$ cat config.mk
export PLATFORM = sky130hd
export DESIGN_NAME = up_down_counter
export DESIGN_NICKNAME = d
export VERILOG_FILES = /design/src/rtl/up_down_counter_pkg.sv /design/src/rtl/up_down_counter.sv
export SDC_FILE = /design/constraint.sdc
export NUM_CORES = 1
export LEC_CHECK = 0
export BUFFER_PORTS_ARGS = -buffer_cell sky130_fd_sc_hd__clkbuf_2
export CORE_MARGIN = 2
export CORE_UTILIZATION = 32
export DETAILED_ROUTE_END_ITERATION = 8
export GPL_ROUTABILITY_DRIVEN = 0
export SETUP_SLACK_MARGIN = 0.1
export SYNTH_ARGS = -nofsm -noshare
export SYNTH_HDL_FRONTEND = slang
export SYNTH_SLANG_ARGS = --single-unit
$ cat constraint.sdc
create_clock -name clk_i -period 2.13 [get_ports clk_i]
set_clock_uncertainty 0.1 [all_clocks]
set_input_delay 0.213 -clock clk_i [delete_from_list [all_inputs] [get_ports clk_i]]
set_output_delay 0.213 -clock clk_i [all_outputs]
set_load 0.005 [all_outputs]
$ cat src/rtl/up_down_counter_pkg.sv
// -----------------------------------------------------------------------------
// up_down_counter_pkg
//   Shared constants and helpers for the up/down counter.
//   - UDC_DEFAULT_WIDTH : default counter width (8 bits)
//   - UDC_MIN_WIDTH / UDC_MAX_WIDTH : legal width range
//   - udc_dir_e         : direction encoding of up_i
//   - udc_max_count()   : all-ones count value for a given counter width
// -----------------------------------------------------------------------------
package up_down_counter_pkg;

  localparam int unsigned UDC_DEFAULT_WIDTH = 8;
  localparam int unsigned UDC_MIN_WIDTH     = 2;
  localparam int unsigned UDC_MAX_WIDTH     = 32;

  typedef enum logic {
    UDC_DIR_DOWN = 1'b0,
    UDC_DIR_UP   = 1'b1
  } udc_dir_e;

  // Largest value representable in a count of 'width' bits, returned in a
  // 32-bit container so callers can cast it down to their own count width.
  function automatic logic [31:0] udc_max_count(input int unsigned width);
    return 32'hFFFF_FFFF >> (32 - width);
  endfunction

endpackage

$ cat src/rtl/up_down_counter.sv
// -----------------------------------------------------------------------------
// up_down_counter
//   Loadable-on-reset binary up/down counter with terminal-count and
//   registered wrap-around pulse.
//
//   Parameters
//     WIDTH       : counter width, 2..32 (default UDC_DEFAULT_WIDTH = 8)
//     RESET_VALUE : count loaded by reset, must be below 2**WIDTH
//
//   Ports
//     clk_i   in   1      clock, rising edge
//     rst_i   in   1      synchronous active-high reset
//     ce_i    in   1      count enable (0 holds the count)
//     up_i    in   1      direction: 1 = increment, 0 = decrement
//     count_o out  WIDTH  current count, straight from the count register
//     tc_o    out  1      combinational terminal count for the current direction
//     wrap_o  out  1      one-cycle pulse in the cycle after a wrap-around step
//
//   Configuration
//     UP_DOWN_COUNTER_ASSERT_EN : when defined, compiles in embedded
//     assertions (step rule, reset value, wrap pulse) and wrap covers.
//     Functional behaviour is identical either way.
// -----------------------------------------------------------------------------
module up_down_counter
  import up_down_counter_pkg::*;
#(
  parameter int unsigned WIDTH       = UDC_DEFAULT_WIDTH,
  parameter int unsigned RESET_VALUE = 0
) (
  input  logic             clk_i,
  input  logic             rst_i,
  input  logic             ce_i,
  input  logic             up_i,
  output logic [WIDTH-1:0] count_o,
  output logic             tc_o,
  output logic             wrap_o
);

  localparam logic [WIDTH-1:0] C_RESET_COUNT = WIDTH'(RESET_VALUE);
  localparam logic [WIDTH-1:0] C_MAX_COUNT   = WIDTH'(udc_max_count(WIDTH));
  localparam logic [WIDTH-1:0] C_ONE         = WIDTH'(1);

  logic [WIDTH-1:0] r_count;
  logic             r_wrap;

  logic [WIDTH-1:0] w_count_next;
  logic             w_tc;
  udc_dir_e         w_dir;

  assign w_dir = udc_dir_e'(up_i);

  // Next count and terminal count. The terminal count is the condition under
  // which the next enabled step wraps, so it depends on the live direction.
  // NOTE: every signal assigned in always_comb gets a default first so no
  // path through the block leaves it unassigned (which would infer a latch).
  always_comb begin
    w_count_next = r_count;
    w_tc         = 1'b0;
    unique case (w_dir)
      UDC_DIR_UP: begin
        w_count_next = r_count + C_ONE;
        w_tc         = (r_count == C_MAX_COUNT);
      end
      UDC_DIR_DOWN: begin
        w_count_next = r_count - C_ONE;
        w_tc         = (r_count == '0);
      end
      default: begin
        w_count_next = r_count;
        w_tc         = 1'b0;
      end
    endcase
  end

  // Count and wrap registers. Reset wins over enable and direction; a
  // disabled cycle holds the count and clears the wrap pulse.
  // NOTE: sequential state uses non-blocking assignments so every register
  // samples the pre-edge values, independent of statement order.
  always_ff @(posedge clk_i) begin
    if (rst_i) begin
      r_count <= C_RESET_COUNT;
      r_wrap  <= 1'b0;
    end else begin
      if (ce_i) begin
        r_count <= w_count_next;
      end
      r_wrap <= w_tc & ce_i;
    end
  end

  assign count_o = r_count;
  assign tc_o    = w_tc;
  assign wrap_o  = r_wrap;

`ifdef UP_DOWN_COUNTER_ASSERT_EN
  // Checks are only meaningful once a reset edge has defined the state, so
  // they are enabled from the edge after the first reset onwards.
  logic r_past_valid;

  always_ff @(posedge clk_i) begin
    if (rst_i) begin
      r_past_valid <= 1'b1;
    end
  end

  a_width_legal: assert property (@(posedge clk_i)
    (WIDTH >= UDC_MIN_WIDTH) && (WIDTH <= UDC_MAX_WIDTH));

  a_reset_value: assert property (@(posedge clk_i)
    r_past_valid && $past(rst_i) |-> (count_o == C_RESET_COUNT) && !wrap_o);

  a_step_up: assert property (@(posedge clk_i)
    r_past_valid && !$past(rst_i) && $past(ce_i) && $past(up_i)
      |-> count_o == WIDTH'($past(count_o) + C_ONE));

  a_step_down: assert property (@(posedge clk_i)
    r_past_valid && !$past(rst_i) && $past(ce_i) && !$past(up_i)
      |-> count_o == WIDTH'($past(count_o) - C_ONE));

  a_hold: assert property (@(posedge clk_i)
    r_past_valid && !$past(rst_i) && !$past(ce_i)
      |-> (count_o == $past(count_o)) && !wrap_o);

  a_wrap_pulse: assert property (@(posedge clk_i)
    r_past_valid && !$past(rst_i) |-> wrap_o == $past(tc_o && ce_i));

  c_wrap_up: cover property (@(posedge clk_i)
    r_past_valid && wrap_o && $past(up_i));

  c_wrap_down: cover property (@(posedge clk_i)
    r_past_valid && wrap_o && !$past(up_i));
`endif

endmodule

==> results of run 1 <==
placed cells by master (no fill, tap or decap), types with 2 or more instances in the layout:
| master | count |
|---|---|
| clkbuf_2 | 13 |
| dfxtp_1 | 9 |
| nor2_1 | 8 |
| ha_1 | 6 |
| nand2_1 | 5 |
| nand3_1 | 3 |
| mux2i_1 | 3 |
| xnor2_1 | 3 |
| a21o_1 | 3 |
| a21oi_1 | 3 |
| clkbuf_4 | 3 |
| buf_4 | 3 |
| nand4_1 | 2 |
| nor3_1 | 2 |
| nor3b_1 | 2 |
| a31oi_1 | 2 |
| nand2b_1 | 2 |
| xor2_1 | 2 |
| nor2b_1 | 2 |
| o21a_1 | 2 |
state kept, by name (all words and copies together) (netlist names):
name,cells
count_o,8
wrap_o,1
metal layers:
layer	share of wire [%]	routed length (um)
met5	0	0
met4	2.6	35
met3	3.1	41
met2	48	629
met1	47	618
critical path: cells and delay by family (launching register included):
family | cells | cell delay [ns]
compound gates | 4 | 0.76
flops | 1 | 0.40
mux | 1 | 0.29
fa+ha+maj | 1 | 0.27
final timing paths:
path,end,slack [ns]
max,count_o[7]$_SDFFE_PP0P_,0.20
min,count_o[0]$_SDFFE_PP0P_,0.22
max reg2reg,count_o[7]$_SDFFE_PP0P_,0.20
min reg2reg,count_o[5]$_SDFFE_PP0P_,0.45
synthesized netlist by cell type:
library cell  number  area (um2)
nor4_1             1        6.26
a31o_1             1        8.76
nand2_1            5        18.8
o22ai_1            1        6.26
nand4_1            2        12.5
nor3_1             2        10.0
nand3_1            3        15.0
nor3b_1            2        15.0
xor2_1             2        17.5
nor2b_1            2        12.5
nand2b_1           2        12.5
a21oi_1            3        15.0
buf_1              1        3.75
mux2i_1            3        30.0
xnor2_1            3        26.3
mux2_4             1        15.0
dfxtp_1            9         180
nor2_1             8        30.0
fa_1               1        20.0
o211ai_1           1        7.51
a211oi_1           1        7.51
o21a_1             2        15.0
a31oi_1            2        12.5
nand4bb_1          1        11.3
o21ai_0            1        5.00
clkbuf_1           1        3.75
inv_1              1        3.75
a21o_1             3        22.5
o31ai_1            1        7.51
ha_1               6        75.1
stage by stage:
step | hold slack, ns | util [%] | instance area (um2) | worst slack [ns]
2_1_floorplan | 0.270 | - | 627 | 0.177
3_3_place_gp | 0.436 | 38.9 | 741 | 0.0775
3_5_place_dp | 0.447 | 38.9 | 741 | 0.0413
4_1_cts | 0.213 | 40.3 | 767 | 0.180
5_1_grt | 0.237 | 40.3 | 767 | 0.112
6_report | 0.217 | 40.3 | 767 | 0.197
power groups by stage:
stage	Clock, W	Combinational [W]	Sequential [W]
2_1_floorplan	0	0.000155	0.000225
3_3_place_gp	0	0.000221	0.000230
3_5_place_dp	0	0.000225	0.000231
4_1_cts	0.000136	0.000225	0.000228
5_1_grt	0.000143	0.000250	0.000232
6_report	0.000134	0.000222	0.000227
layout make-up:
type,count,area share (%)
multi-input cells,60,56.8
inverters,1,0.489
clock buffers,4,3.43
flip-flops and latches,9,23.5
repair buffers,16,11.4
well taps,27,4.40
cells by family (layout without fill, tap and decap cells):
kind of cell	after synthesis	after routing	synth area share, %
flip-flops	9	9	28.7
AO/OA/AOI/OAI	16	16	17.2
adder cells (fa/ha/maj)	7	7	15.2
XOR/XNOR	5	5	6.99
buffers and inverters	3	21	1.79
AND/OR/NAND/NOR	28	28	23.0
multiplexers	4	4	7.19
==> flow_summary.json, run 1 <==
{
  "outcome": "complete, no violations",
  "ctsResizeCount": 0,
  "synth_cell_type_count": 30,
  "drive_gt1_share_pct": 22.2,
  "area_growth_pct": 22.4,
  "routedWlPerCell_um": 11.3,
  "worstPathCellList": "ha_1 -> a21o_1 -> a31o_1 -> o21a_1 -> o21a_1 -> mux2_4",
  "first_pass_iters": 4,
  "htreeDepth": 1,
  "syn_inst": 72,
  "grtUsageMet1_pct": 14.4,
  "final-hold-violation-count": 0,
  "hp-start": "rst_i",
  "row_count": 16,
  "worstPathRequired_ns": 2.18,
  "post_cts_buffers": 0,
  "grtUsageTotal_pct": 12.4,
  "die_height_um": 48.3,
  "grt_pass1_wl_um": 1940,
  "seq_area_um2": 180,
  "core_area_um2": 1900,
  "dp_cells": 113,
  "multiInputGateArea_um2": 435,
  "p_leak_nw": 0.359,
  "clkPwrFrac_pct": 22.9,
  "max_stage_delay_ns": 0.40,
  "overflow": 0,
  "wl_um": 1320,
  "power.density_nw_per_um2": 759,
  "detail-route-antenna-nets": 0,
  "cts_root_buf": "clkbuf_4",
  "max-cap-violations": 0,
  "fin_crit_sh_pct": 90.7,
  "slowest_stage": "dfxtp_1",
  "end_kind": "flip-flop",
  "grt_antenna_before_repair": 0,
  "p_sw_w": 0.000202,
  "postCtsHoldBufs": 0,
  "antenna_cells": 0,
  "grtUsageMet2_pct": 20.0,
  "r2r-start": "count_o[4]$_SDFFE_PP0P_",
  "yosys_warnings": 0,
  "worst_pin_slew_ns": 0.293,
  "worstPathMaxFanout": 5,
  "r2r_cells": 6,
  "clock.fmax_mhz": 517,
  "busiest_layer": "met2",
  "cp.arrival_ns": 1.99,
  "dr.first_iter.drc_count": 10,
  "setup_viol": 0,
  "setup_tns_ns": 0,
  "rsz0062_at_grt": "false",
  "min_period_ns": 1.93,
  "combPwrFrac_pct": 38.1,
  "grt_max_degree": 14,
  "via_count": 580,
  "slew_headroom_pct": 80.5,
  "ys_ff_latch": 9,
  "clk_path_buf_depth": 2,
  "ios": 14,
  "finalPower_w": 0.000582,
  "syn_area_um2": 627,
  "power.internal_w": 0.000380,
  "cts.sinks": 9,
  "grt_pass1_vias": 459,
  "crit_top_cell": "o21a_1",
  "dieArea_um2": 2330,
  "synth_fp_nets": 83,
  "maxSlewViolCount": 0,
  "ys_seq_area_share_pct": 28.7,
  "cts_tree": "built",
  "clk_latency_ns": 0.26,
  "startpoint": "count_o[4]$_SDFFE_PP0P_",
  "portBuffers": 13,
  "p_sw_share_pct": 34.7,
  "numCtsBuffers": 3,
  "clk_pin_slew_worst_paths_ns": 0.06,
  "fillers": 189,
  "power_frac_seq_pct": 38.9,
  "die_w_um": 48.3,
  "hpwl_um": 1030,
  "stdcell_count": 117,
  "ir_drop_v": 0.000215,
  "fin_nets": 102,
  "met3_usage_pct": 2.22,
  "viasPerCell": 4.96,
  "post_synth.cell_area_avg_um2": 8.71,
  "drc": 0,
  "start_kind": "flip-flop",
  "initial_core_util_pct": 33.0,
  "hold_path_depth": 2,
  "criticalPathCategory": "reg -> reg",
  "hold_path.class": "in -> reg"
}
Power figures use the tool's default switching activity.
==> inputs of run 2 (changes only) <==
--- a/config.mk
+++ b/config.mk
@@ -10,6 +10,7 @@
 export CORE_UTILIZATION = 32
 export DETAILED_ROUTE_END_ITERATION = 8
 export GPL_ROUTABILITY_DRIVEN = 0
+export HOLD_SLACK_MARGIN = 0.05
 export SETUP_SLACK_MARGIN = 0.1
 export SYNTH_ARGS = -nofsm -noshare
 export SYNTH_HDL_FRONTEND = slang
==> constraint.sdc (replaced) <==
create_clock -name clk_i -period 2.13 [get_ports clk_i]
set_clock_uncertainty 0.1 [all_clocks]
set_input_delay 0.213 -clock clk_i [delete_from_list [all_inputs] [get_ports clk_i]]
set_output_delay 0.213 -clock clk_i [all_outputs]
set_load 0.05 [all_outputs]
==> run 2 against run 1 <==
  * Sequential share of layout area grew 0.46 points
  * Clock power up 4%
  * Largest cell class unchanged
  * Critical endpoint unchanged
  * Highest routed layer unchanged
  * Combinational power increased by 45%
==> flow_summary.json, run 2 (synthesis gave the netlist of run 1 again) <==
{
  "grt_max_degree": 14,
  "drc": 0,
  "rrSetupSlack_ns": 0.23,
  "dieArea_um2": 2330,
  "initial_core_util_pct": 33.0,
  "hp-start": "rst_i",
  "stdcell_count": 118,
  "dr.first_iter.drc_count": 8,
  "first_pass_iters": 4,
  "via_count": 584,
  "portBuffers": 13,
  "maxSlewViolCount": 0,
  "ctsResizeCount": 0,
  "final_util_pct": 42.3,
  "final_common_cell": "clkbuf_2",
  "clk_path_buf_depth": 2,
  "fillers": 199,
  "fin_crit_sh_pct": 89.3,
  "rsz0062_at_grt": "false",
  "clock.fmax_mhz": 526,
  "viasPerCell": 4.95,
  "min_period_ns": 1.90,
  "dp_slack_ns": 0.0898,
  "worstPathCellList": "ha_1 -> a21o_1 -> a31o_1 -> o21a_1 -> o21a_1 -> mux2_4",
  "cts_root_buf": "clkbuf_4",
  "detail-route-antenna-nets": 0,
  "largest_register_ffs": 8,
  "path_buf_inv": 0,
  "layout_common_cells": "clkbuf_2 (13), nor2_1 (8), ha_1 (6)",
  "overflow": 0,
  "cts.sinks": 9,
  "outcome": "complete, no violations",
  "clk_pin_slew_worst_paths_ns": 0.07,
  "area_growth_pct": 28.3,
  "routedWlPerCell_um": 11.5,
  "hold_path.class": "in -> reg",
  "ir_drop_v": 0.000273,
  "hold_path_depth": 2,
  "max_stage_delay_ns": 0.36,
  "setup_tns_ns": 0,
  "final-hold-violation-count": 0,
  "post_cts_buffers": 0,
  "ios": 14,
  "r2r_cells": 6,
  "criticalPathCategory": "reg -> reg",
  "drive_gt1_share_pct": 31.9,
  "row_count": 16,
  "postCtsHoldBufs": 0,
  "fin_nets": 103,
  "worstPathMaxFanout": 5,
  "dp_cells": 114,
  "clk_latency_ns": 0.26,
  "worst_pin_slew_ns": 0.282,
  "setup_ws_ns": 0.227,
  "numCtsBuffers": 3,
  "path_depth": 6,
  "hpwl_um": 1060,
  "r2r-start": "count_o[4]$_SDFFE_PP0P_",
  "cp.arrival_ns": 1.96,
  "crit_family": "compound AO/OA/AOI/OAI gates",
  "whs_ns": 0.205,
  "core_area_um2": 1900,
  "grt_antenna_before_repair": 0,
  "grt_pass1_vias": 482,
  "crit_top_cell": "o21a_1",
  "grtUsageTotal_pct": 13.7,
  "die_w_um": 48.3,
  "cts_tree": "built",
  "wl_um": 1360,
  "grt_pass1_wl_um": 2140,
  "htreeDepth": 1,
  "die_height_um": 48.3,
  "p_leak_nw": 0.369,
  "start_kind": "flip-flop",
  "max-cap-violations": 0,
  "startpoint": "count_o[4]$_SDFFE_PP0P_",
  "worstPathRequired_ns": 2.19,
  "power.density_nw_per_um2": 862,
  "end_kind": "flip-flop",
  "slowest_stage": "dfxtp_4",
  "setup_viol": 0,
  "slew_headroom_pct": 81.0,
  "antenna_cells": 0
}
==> run 2: changes by cell type in the layout (fill, tap and decap cells not counted) <==
cell	before	now
a21oi_1	3	2
o31ai_4	0	1
a21oi_2	0	1
dfxtp_2	0	4
o31ai_1	1	0
buf_4	3	4
dfxtp_1	9	3
dfxtp_4	0	2
==> run 2: per-stage QoR <==
step	area, um2	total power, W
final	805	0.000693
after global routing	805	0.000748
after CTS	801	0.000700
after detailed placement	774	0.000558
after global placement	774	0.000555
after floorplan	653	0.000482
==> run 2: routing by layer <==
| layer | part of all wire (%) | routed length, um | track usage, % |
|---|---|---|---|
| met1 | 47 | 641 | 16.3 |
| met2 | 49 | 659 | 22.1 |
| met3 | 2.6 | 35 | 2.22 |
| met4 | 1.4 | 19 | 9.73 |
| met5 | 0 | 0 | 0 |
==> run 2: worst register-to-register path, delay by kind of cell, from the launching register on <==
family | cells | cell delay [ns]
adder cells (fa/ha/maj) | 1 | 0.28
flip-flops | 1 | 0.36
AO/OA/AOI/OAI | 4 | 0.76
multiplexers | 1 | 0.29
==> run 2: power breakdown <==
group / switching (W) / internal [W] / leakage, nW
logic: 0.000202 / 0.000120 / 0.277
registers: 0.0000346 / 0.000198 / 0.0769
clock network: 0.0000661 / 0.0000725 / 0.0150
total: 0.000303 / 0.000390 / 0.369
==> run 2: path summary, 6_finish.rpt <==
kind | endpoint
setup / recovery | count_o[7]$_SDFFE_PP0P_
hold / removal | count_o[2]$_SDFFE_PP0P_
setup reg to reg | count_o[7]$_SDFFE_PP0P_
hold reg to reg | count_o[5]$_SDFFE_PP0P_
==> run 2: layout make-up <==
cell class	count	area, um2	area share, %
sequential	9	193	24.0
clock buffer	4	26.3	3.27
inverter	1	3.75	0.467
timing repair buffer	17	95.1	11.8
tap	27	33.8	4.20
multi-input combinational	60	453	56.3
==> inputs of run 3 (changes only) <==
--- a/config.mk
+++ b/config.mk
@@ -6,10 +6,12 @@
 export NUM_CORES = 1
 export LEC_CHECK = 0
 export BUFFER_PORTS_ARGS = -buffer_cell sky130_fd_sc_hd__clkbuf_2
+export CORE_ASPECT_RATIO = 0.75
 export CORE_MARGIN = 2
 export CORE_UTILIZATION = 32
 export DETAILED_ROUTE_END_ITERATION = 8
 export GPL_ROUTABILITY_DRIVEN = 0
+export GPL_TIMING_DRIVEN = 0
 export HOLD_SLACK_MARGIN = 0.05
 export SETUP_SLACK_MARGIN = 0.1
 export SYNTH_ARGS = -nofsm -noshare
==> run 3 against run 2 <==
  * Sequential cell count did not move
  * Core utilization grew 2.7 points
  * Cell count decreased by 4.2%
  * Die area rose by 0.15%
  * Clock power about the same
  * Combinational power increased by 2%
  * Non-clock buffer count is the same
  * Register-to-register slack is essentially flat
  * Power is 1.0% higher
  * Design area is 0.16% higher
  * Sequential power about the same
==> flow_summary.json, run 3 (synthesis gave the netlist of run 1 again) <==
{
  "grtUsageTotal_pct": 14.9,
  "fin_nets": 103,
  "grtUsageMet2_pct": 20.0,
  "clk_latency_ns": 0.26,
  "dp_cells": 107,
  "dr.first_iter.drc_count": 13,
  "wl_um": 1500,
  "setup_tns_ns": 0,
  "start_kind": "input port",
  "cts_tree": "built",
  "worstPathRequired_ns": 2.19,
  "ir_drop_v": 0.000457,
  "clk_path_buf_depth": 2,
  "rsz0062_at_grt": "false",
  "min_period_ns": 1.93,
  "row_count": 13,
  "worstPathMaxFanout": 7,
  "worst_pin_slew_ns": 0.567,
  "final_common_cell": "clkbuf_2",
  "cts.sinks": 9,
  "via_count": 591,
  "stdcell_count": 113,
  "cp.arrival_ns": 1.99,
  "cts_root_buf": "clkbuf_4",
  "final-hold-violation-count": 0,
  "hpwl_um": 1080,
  "grt_pass1_wl_um": 2420,
  "first_pass_iters": 4,
  "drc": 0,
  "dieArea_um2": 2330,
  "numCtsBuffers": 3,
  "criticalPathCategory": "in -> reg",
  "setup_viol": 0,
  "routedWlPerCell_um": 13.3,
  "slew_headroom_pct": 62.2,
  "clk_pin_slew_worst_paths_ns": 0.07,
  "met3_usage_pct": 6.07,
  "place_area_um2": 746,
  "clock.fmax_mhz": 518,
  "final_area_um2": 806,
  "end_kind": "flip-flop",
  "busiest_layer": "met1",
  "hold_path.class": "in -> reg",
  "drive_gt1_share_pct": 31.9,
  "overflow": 0,
  "htreeDepth": 1,
  "fin_crit_sh_pct": 90.7,
  "initial_core_util_pct": 35.0,
  "p_leak_nw": 0.354,
  "grt_antenna_before_repair": 0,
  "whs_ns": 0.174,
  "max-cap-violations": 0,
  "core_area_um2": 1790,
  "power.density_nw_per_um2": 869,
  "grtUsageMet1_pct": 20.6,
  "die_w_um": 55.1,
  "portBuffers": 13,
  "detail-route-antenna-nets": 0,
  "grt_max_degree": 11,
  "viasPerCell": 5.23,
  "die_height_um": 42.3,
  "ios": 14,
  "outcome": "complete, no violations",
  "layout_common_cells": "clkbuf_2 (13), nor2_1 (8), nand2_1 (5)",
  "area_growth_pct": 28.5,
  "maxSlewViolCount": 0,
  "grt_pass1_vias": 529,
  "largest_register_ffs": 8,
  "antenna_cells": 0
}
## run 3: area by class of cell
cell class / count / area [um2]
fillers: 190 / 983
multi-input cells: 60 / 464
flip-flops and latches: 9 / 193
repair buffers: 15 / 80.1
well taps: 22 / 27.5
clock buffers: 4 / 26.3
plain buffers: 2 / 7.51
inverters: 1 / 7.51
## run 3: path summary, 6_finish.rpt
path,from,to,slack (ns),cells past startpoint
max reg2reg,count_o[6]$_SDFFE_PP0P_,count_o[7]$_SDFFE_PP0P_,0.22,6
max,up_i,count_o[7]$_SDFFE_PP0P_,0.20,8
min reg2reg,count_o[5]$_SDFFE_PP0P_,count_o[5]$_SDFFE_PP0P_,0.42,2
min,ce_i,wrap_o$_SDFF_PP0_,0.17,3
## run 3: stage by stage
stage	power, W	util [%]	setup slack [ns]
final	0.000700	45.0	0.198
after global routing	0.000751	45.0	0.119
after CTS	0.000691	43.1	0.125
after detailed placement	0.000547	41.7	-0.0927
after global placement	0.000541	41.7	-0.0738
after floorplan	0.000482	-	0.131
## run 3: power breakdown
group          switching (W)  total (W)  internal, W
sequential         0.0000343   0.000233     0.000198
clock              0.0000677   0.000140    0.0000724
combinational       0.000208   0.000328     0.000120
total               0.000310   0.000700     0.000391
## run 3: metal layers
metal	vias up	routed length, um
li1	305	-
met1	273	760
met2	11	669
met3	2	62
met4	0	11
met5	-	0
## run 3: what timing repair did
action,in CTS,in global routing
endpoints found under the setup margin,0,1
hold buffers,0,0
buffers inserted,0,2
resized for setup,0,4
## run 3: worst max-delay path, stage by stage
cell	delay, ns
clkbuf_2	0.15
clkinvlp_4	0.21
ha_2	0.38
a21o_1	0.19
a31o_1	0.20
o21a_1	0.17
o21a_1	0.19
mux2_4	0.29
